## src/rtl/mem_pkg.sv

```systemverilog
// Shared types and helpers for the memory access unit and its load path.
package mem_pkg;

    // Access size encoding as seen on req_size.
    typedef enum logic [1:0] {
        MEM_SIZE_B   = 2'b00,
        MEM_SIZE_H   = 2'b01,
        MEM_SIZE_W   = 2'b10,
        MEM_SIZE_RSV = 2'b11
    } mem_size_t;

    // Transaction state of the access unit.
    typedef enum logic [1:0] {
        ST_IDLE   = 2'b00,
        ST_ACCESS = 2'b01,
        ST_LATCH  = 2'b10,
        ST_RESP   = 2'b11
    } mem_state_t;

    // True when the size/offset pair cannot be served as a single RAM access:
    // halves must be 2-byte aligned, words 4-byte aligned, and the reserved
    // size is never legal.
    function automatic logic mem_misaligned(input mem_size_t size, input logic [1:0] offset);
        logic bad;
        bad = 1'b0;
        case (size)
            MEM_SIZE_B:   bad = 1'b0;
            MEM_SIZE_H:   bad = offset[0];
            MEM_SIZE_W:   bad = (offset != 2'b00);
            default:      bad = 1'b1;
        endcase
        return bad;
    endfunction

endpackage

```

## src/rtl/load_extender.sv

```systemverilog
// Lane shift plus sign/zero extension of a RAM read word into load data.
module load_extender
    import mem_pkg::*;
(
    input  logic [31:0] i_word,
    input  logic [1:0]  i_offset,
    input  mem_size_t   i_size,
    input  logic        i_unsigned,
    output logic [31:0] o_result
);

    logic [31:0] w_shifted;

    // Bring the addressed lane down to bit 0, then extend from the size's top bit.
    always_comb begin
        w_shifted = i_word >> {i_offset, 3'b000};
        o_result  = w_shifted;
        case (i_size)
            MEM_SIZE_B: o_result = i_unsigned ? {24'd0, w_shifted[7:0]}
                                              : {{24{w_shifted[7]}}, w_shifted[7:0]};
            MEM_SIZE_H: o_result = i_unsigned ? {16'd0, w_shifted[15:0]}
                                              : {{16{w_shifted[15]}}, w_shifted[15:0]};
            default:    o_result = w_shifted;
        endcase
    end

endmodule

```

## src/rtl/mem_access_unit.sv

```systemverilog
// Load/store adapter between the CPU handshake and a byte-masked,
// synchronous-read RAM; one transaction in flight at a time.
module mem_access_unit
    import mem_pkg::*;
#(
    parameter int unsigned ADDR_BITS = 10
) (
    input  logic                 clk,
    input  logic                 rst_n,
    input  logic                 req_valid,
    output logic                 req_ready,
    input  logic                 req_we,
    input  logic [1:0]           req_size,
    input  logic                 req_unsigned,
    input  logic [31:0]          req_addr,
    input  logic [31:0]          req_wdata,
    output logic                 rsp_valid,
    input  logic                 rsp_ready,
    output logic [31:0]          rsp_rdata,
    output logic                 rsp_err,
    output logic                 ram_wr,
    output logic [3:0]           ram_wr_mask,
    output logic [ADDR_BITS-1:0] ram_addr,
    output logic [31:0]          ram_data_in,
    input  logic [31:0]          ram_data_out
);

    localparam int unsigned BYTE_ADDR_BITS = ADDR_BITS + 2;

    mem_state_t                r_state;
    mem_state_t                w_next_state;

    logic                      r_we;
    mem_size_t                 r_size;
    logic                      r_unsigned;
    logic [BYTE_ADDR_BITS-1:0] r_addr;
    logic [31:0]               r_wdata;

    logic [31:0]               r_rdata;
    logic                      r_err;

    mem_size_t                 w_req_size;
    logic                      w_accept;
    logic                      w_illegal;
    logic [31:0]               w_load_data;

    assign w_req_size = mem_size_t'(req_size);
    assign w_accept   = (r_state == ST_IDLE) && req_valid;
    assign w_illegal  = mem_misaligned(w_req_size, req_addr[1:0])
                        || ((req_addr >> BYTE_ADDR_BITS) != 32'd0);

    load_extender u_load_extender (
        .i_word     (ram_data_out),
        .i_offset   (r_addr[1:0]),
        .i_size     (r_size),
        .i_unsigned (r_unsigned),
        .o_result   (w_load_data)
    );

    // State register.
    always_ff @(posedge clk or negedge rst_n) begin
        if (!rst_n) begin
            r_state <= ST_IDLE;
        end else begin
            r_state <= w_next_state;
        end
    end

    // Next-state decode; illegal requests skip the RAM and respond at once.
    always_comb begin
        w_next_state = r_state;
        case (r_state)
            ST_IDLE:   if (req_valid) w_next_state = w_illegal ? ST_RESP : ST_ACCESS;
            ST_ACCESS: w_next_state = r_we ? ST_RESP : ST_LATCH;
            ST_LATCH:  w_next_state = ST_RESP;
            ST_RESP:   if (rsp_ready) w_next_state = ST_IDLE;
            default:   w_next_state = ST_IDLE;
        endcase
    end

    // Capture the request on acceptance; RAM-side outputs come only from here.
    always_ff @(posedge clk or negedge rst_n) begin
        if (!rst_n) begin
            r_we       <= 1'b0;
            r_size     <= MEM_SIZE_B;
            r_unsigned <= 1'b0;
            r_addr     <= '0;
            r_wdata    <= '0;
        end else if (w_accept) begin
            r_we       <= req_we;
            r_size     <= w_req_size;
            r_unsigned <= req_unsigned;
            r_addr     <= req_addr[BYTE_ADDR_BITS-1:0];
            r_wdata    <= req_wdata;
        end
    end

    // Response registers: cleared on acceptance so stores/errors return zero data.
    always_ff @(posedge clk or negedge rst_n) begin
        if (!rst_n) begin
            r_rdata <= '0;
            r_err   <= 1'b0;
        end else if (w_accept) begin
            r_rdata <= '0;
            r_err   <= w_illegal;
        end else if (r_state == ST_LATCH) begin
            r_rdata <= w_load_data;
        end
    end

    // Write strobe and lane mask decode from state so reset drops them at once.
    always_comb begin
        ram_wr      = 1'b0;
        ram_wr_mask = '0;
        if ((r_state == ST_ACCESS) && r_we) begin
            ram_wr = 1'b1;
            case (r_size)
                MEM_SIZE_B: ram_wr_mask = 4'b0001 << r_addr[1:0];
                MEM_SIZE_H: ram_wr_mask = 4'b0011 << r_addr[1:0];
                default:    ram_wr_mask = 4'b1111;
            endcase
        end
    end

    // Replicate store data across lanes so the mask alone selects the bytes.
    always_comb begin
        ram_data_in = r_wdata;
        case (r_size)
            MEM_SIZE_B: ram_data_in = {4{r_wdata[7:0]}};
            MEM_SIZE_H: ram_data_in = {2{r_wdata[15:0]}};
            default:    ram_data_in = r_wdata;
        endcase
    end

    assign ram_addr  = r_addr[BYTE_ADDR_BITS-1:2];
    assign req_ready = (r_state == ST_IDLE);
    assign rsp_valid = (r_state == ST_RESP);
    assign rsp_rdata = r_rdata;
    assign rsp_err   = r_err;

endmodule

```

## config.mk

```make
export PLATFORM = sky130hd
export DESIGN_NAME = mem_access_unit
export DESIGN_NICKNAME = d
export VERILOG_FILES = /design/src/rtl/mem_pkg.sv /design/src/rtl/load_extender.sv /design/src/rtl/mem_access_unit.sv
export SDC_FILE = /design/constraint.sdc
export NUM_CORES = 1
export LEC_CHECK = 0
export ABC_AREA = 1
export CORE_ASPECT_RATIO = 1.2
export CORE_MARGIN = 3
export CORE_UTILIZATION = 40
export DETAILED_ROUTE_END_ITERATION = 10
export PLACE_DENSITY = 0.75
export SYNTH_ARGS = -nofsm -noshare
export SYNTH_HDL_FRONTEND = slang
export SYNTH_SLANG_ARGS = --single-unit
```

## constraint.sdc

```tcl
create_clock -name clk -period 2.9 [get_ports clk]
set_input_delay 0.87 -clock clk [delete_from_list [all_inputs] [get_ports clk]]
set_output_delay 0.87 -clock clk [all_outputs]
set_load 0.1 [all_outputs]
```

==> flow_metrics.tcl <==
set metrics [dict create \
    run_status "complete, no violations" \
    final.hold.worst_slack_ns 0.480 \
    timing.critical_path.required_ns 2.03 \
    critical-path-max-stage-delay_ns 0.46 \
    io_pins 186 \
    layout.nets 916 \
    dr.max_layer_used "met4" \
    unrepaired_setup_endpoints_after_global_routing "no" \
    cts-root-buf "sky130_fd_sc_hd__clkbuf_16" \
    layout_commonest_cell "sky130_fd_sc_hd__nand2_1" \
    yosys.cell_types.count 26 \
    gp_congestion 0.951 \
    vias 4770 \
    tns_ns 0 \
    worst-path-max-fanout 18 \
    routed_via_density 4.95 \
    family_with_the_most_delay_on_the_worst_path "buffers and inverters" \
    postCtsSetupBuffers 0 \
    cts_buffers 9 \
    cts_resized 0 \
    later_pin_clock_latency_in_the_skew_report_ns 0.34 \
    placed_standard_cell_area_um2 6610 \
    drc_errors 0 \
    max-cap-violations 0 \
    numPortBuffers 185 \
    met1Wirelength_um 5770 \
    number_of_cells_on_the_worst_reg_to_reg_path 7 \
    cells_along_the_critical_path "inv_8, nand2_8, inv_1, nand2_1, nand3_1, buf_12" \
    worst_setup_path_start_kind "flip-flop" \
    grt_max_degree 53 \
    yosys_register_bits 83 \
    worst-endpoint-arrival_ns 1.88 \
    critical_path.slowest_cell "sky130_fd_sc_hd__dfrtp_1" \
    critical_path.endpoint_type "output pin" \
    min_delay_path_depth 2 \
    yosysTopAreaCellShare_pct 45.0 \
    routed-wl-met2_um 7220 \
    grt_pass1_vias 4778 \
    syn_area_um2 4610 \
    slew_headroom_pct 61.7 \
    post_route_cells_drive_above_1_share_pct 16.7 \
    synth.yosys.warnings 0 \
    detailed_routing_iteration_count_for_the_pre_antenna_repair_pass 5 \
    dr_wl_met3_um 1330 \
    post_synth_inst_count 652 \
    post-route-period-util_pct 94.8 \
    synth_fp_nets 761 \
    synth_seq_area_share_pct 45.0 \
    die-area_um2 12900 \
    number_of_buffers_between_clock_root_and_the_deepest_sink 2 \
    timing.final.crit_period_ns 2.75 \
    library_cell_occupying_the_most_area_in_the_post_synthesis_netlist "sky130_fd_sc_hd__dfrtp_1" \
    grt.overflow.total 0 \
    grt_first_pass_wirelength_um 23700 \
    fill_cells 1020 \
    worst_setup_hold_path_clk_slew_ns 0.06 \
    critical_path_cell_count 6 \
    finClkSkew_ns 0.00423 \
    starting_drc_count_in_detailed_routing 197 \
    floorplan.core_area_um2 11100 \
    cts_tree "done" \
    fp-row-count 42 \
    routedWlPerCell_um 15.2 \
    ant_nets 0 \
    final_hold_viol_count 0 \
    clock.fmax_ghz 0.364 \
    final_max_slew_viol_count 0 \
    critical_path_buf_inv_count 3 \
    ctsHoldBuffers 0 \
    final_area_um2 6940 \
    path_class_of_the_lowest_slack_min_delay_path "reg -> reg" \
    die_h_um 124 \
    dpl.hpwl_um 10800 \
    die_width_um 104 \
    start_util_pct 41.4 \
    number_of_antenna_violations_at_the_first_check_in_global_routing 0 \
    grt_use_total_pct 23.0 \
    yosys-top-cells-area "sky130_fd_sc_hd__dfrtp_1, sky130_fd_sc_hd__nand2_1, sky130_fd_sc_hd__nand3_1" \
    number_of_antenna_diodes 0 \
    layout.cells.most_common_list "sky130_fd_sc_hd__nand2_1, sky130_fd_sc_hd__clkdlybuf4s50_1, sky130_fd_sc_hd__dfrtp_1" \
    wirelength_um 14700 \
    critPathKind "reg -> out" \
    cts_htree_levels 3 \
    synthesis.area_per_instance_um2 7.08 \
    setup_viol 0 \
    area_delta_synth_final_pct 50.5 \
    tightestPinTransition_ns 0.575 \
    clk_sink_count 83 \
]
-- stage by stage --
stage | util (%) | setup WS (ns) | cells
finish | 62.3 | 0.151 | 964
global route | 62.3 | 0.0179 | 964
CTS | 62.3 | 0.129 | 964
detailed placement | 59.4 | 0.298 | 950
global placement | 59.4 | 0.324 | 950
floorplan | - | 0.00949 | 652
-- final timing paths --
| check | start | to | slack (ns) |
|---|---|---|---|
| max | r_size[1]$_DFFE_PN0P_ | ram_data_in[27] | 0.15 |
| min | rsp_rdata[2]$_DFFE_PN0P_ | rsp_rdata[2]$_DFFE_PN0P_ | 0.48 |
| max reg2reg | r_state[0]$_DFFE_PN0P_ | rsp_rdata[7]$_DFFE_PN0P_ | 0.86 |
| min reg2reg | rsp_rdata[2]$_DFFE_PN0P_ | rsp_rdata[2]$_DFFE_PN0P_ | 0.48 |
| max in group asynchronous | rst_n | rsp_rdata[4]$_DFFE_PN0P_ | 1.77 |
| min in group asynchronous | rst_n | rsp_rdata[21]$_DFFE_PN0P_ | 0.50 |
-- state kept, by name, summed over array words and instances, names as in the netlist --
signal      flops
r_addr         12
r_size          2
r_state         2
r_unsigned      1
r_wdata        32
r_we            1
rsp_err         1
rsp_rdata      32
-- cells by family after synthesis --
group | count (synthesis) | synth area share [%]
simple gates | 416 | 37.0
buf+inv | 79 | 9.11
compound gates | 69 | 7.51
fa+ha+maj | 5 | 1.36
flops | 83 | 45.0
-- synth_stat cells (all sizes together) --
cell	number
ha	5
nor2	17
nor3	1
clkbuf	17
o21ai	34
a21oi	34
nand3	39
inv	25
buf	36
nand2	359
dfrtp	83
clkinv	1
o22ai	1
-- per-layer routing --
metal | global-route usage (%) | vias to the layer above
met5 | 0 | -
met4 | 8.65 | 0
met3 | 7.21 | 28
met2 | 39.7 | 213
met1 | 27.2 | 2209
li1 | - | 2320
-- worst reg2reg max path: stages (launching register included) --
cell                       delay [ns]
sky130_fd_sc_hd__dfrtp_1         0.42
sky130_fd_sc_hd__inv_1           0.15
sky130_fd_sc_hd__ha_1            0.21
sky130_fd_sc_hd__nand2_1         0.11
sky130_fd_sc_hd__nand2_1         0.41
sky130_fd_sc_hd__clkinv_1        0.39
sky130_fd_sc_hd__nand3_1         0.18
sky130_fd_sc_hd__nand2_1         0.06
-- cell type report --
cell class              count  area (um2)  share of cell area [%]
well taps                 154         193                    2.78
multi-input cells         490        2130                    30.6
clock inverters             5         104                    1.50
clock buffers               9         225                    3.24
flip-flops and latches     83        2080                    29.9
inverters                  26         108                    1.55
repair buffers            197        2110                    30.4
Power is not shown: default switching activity piles up to over one toggle a cycle in this logic, so the estimate is an artifact.
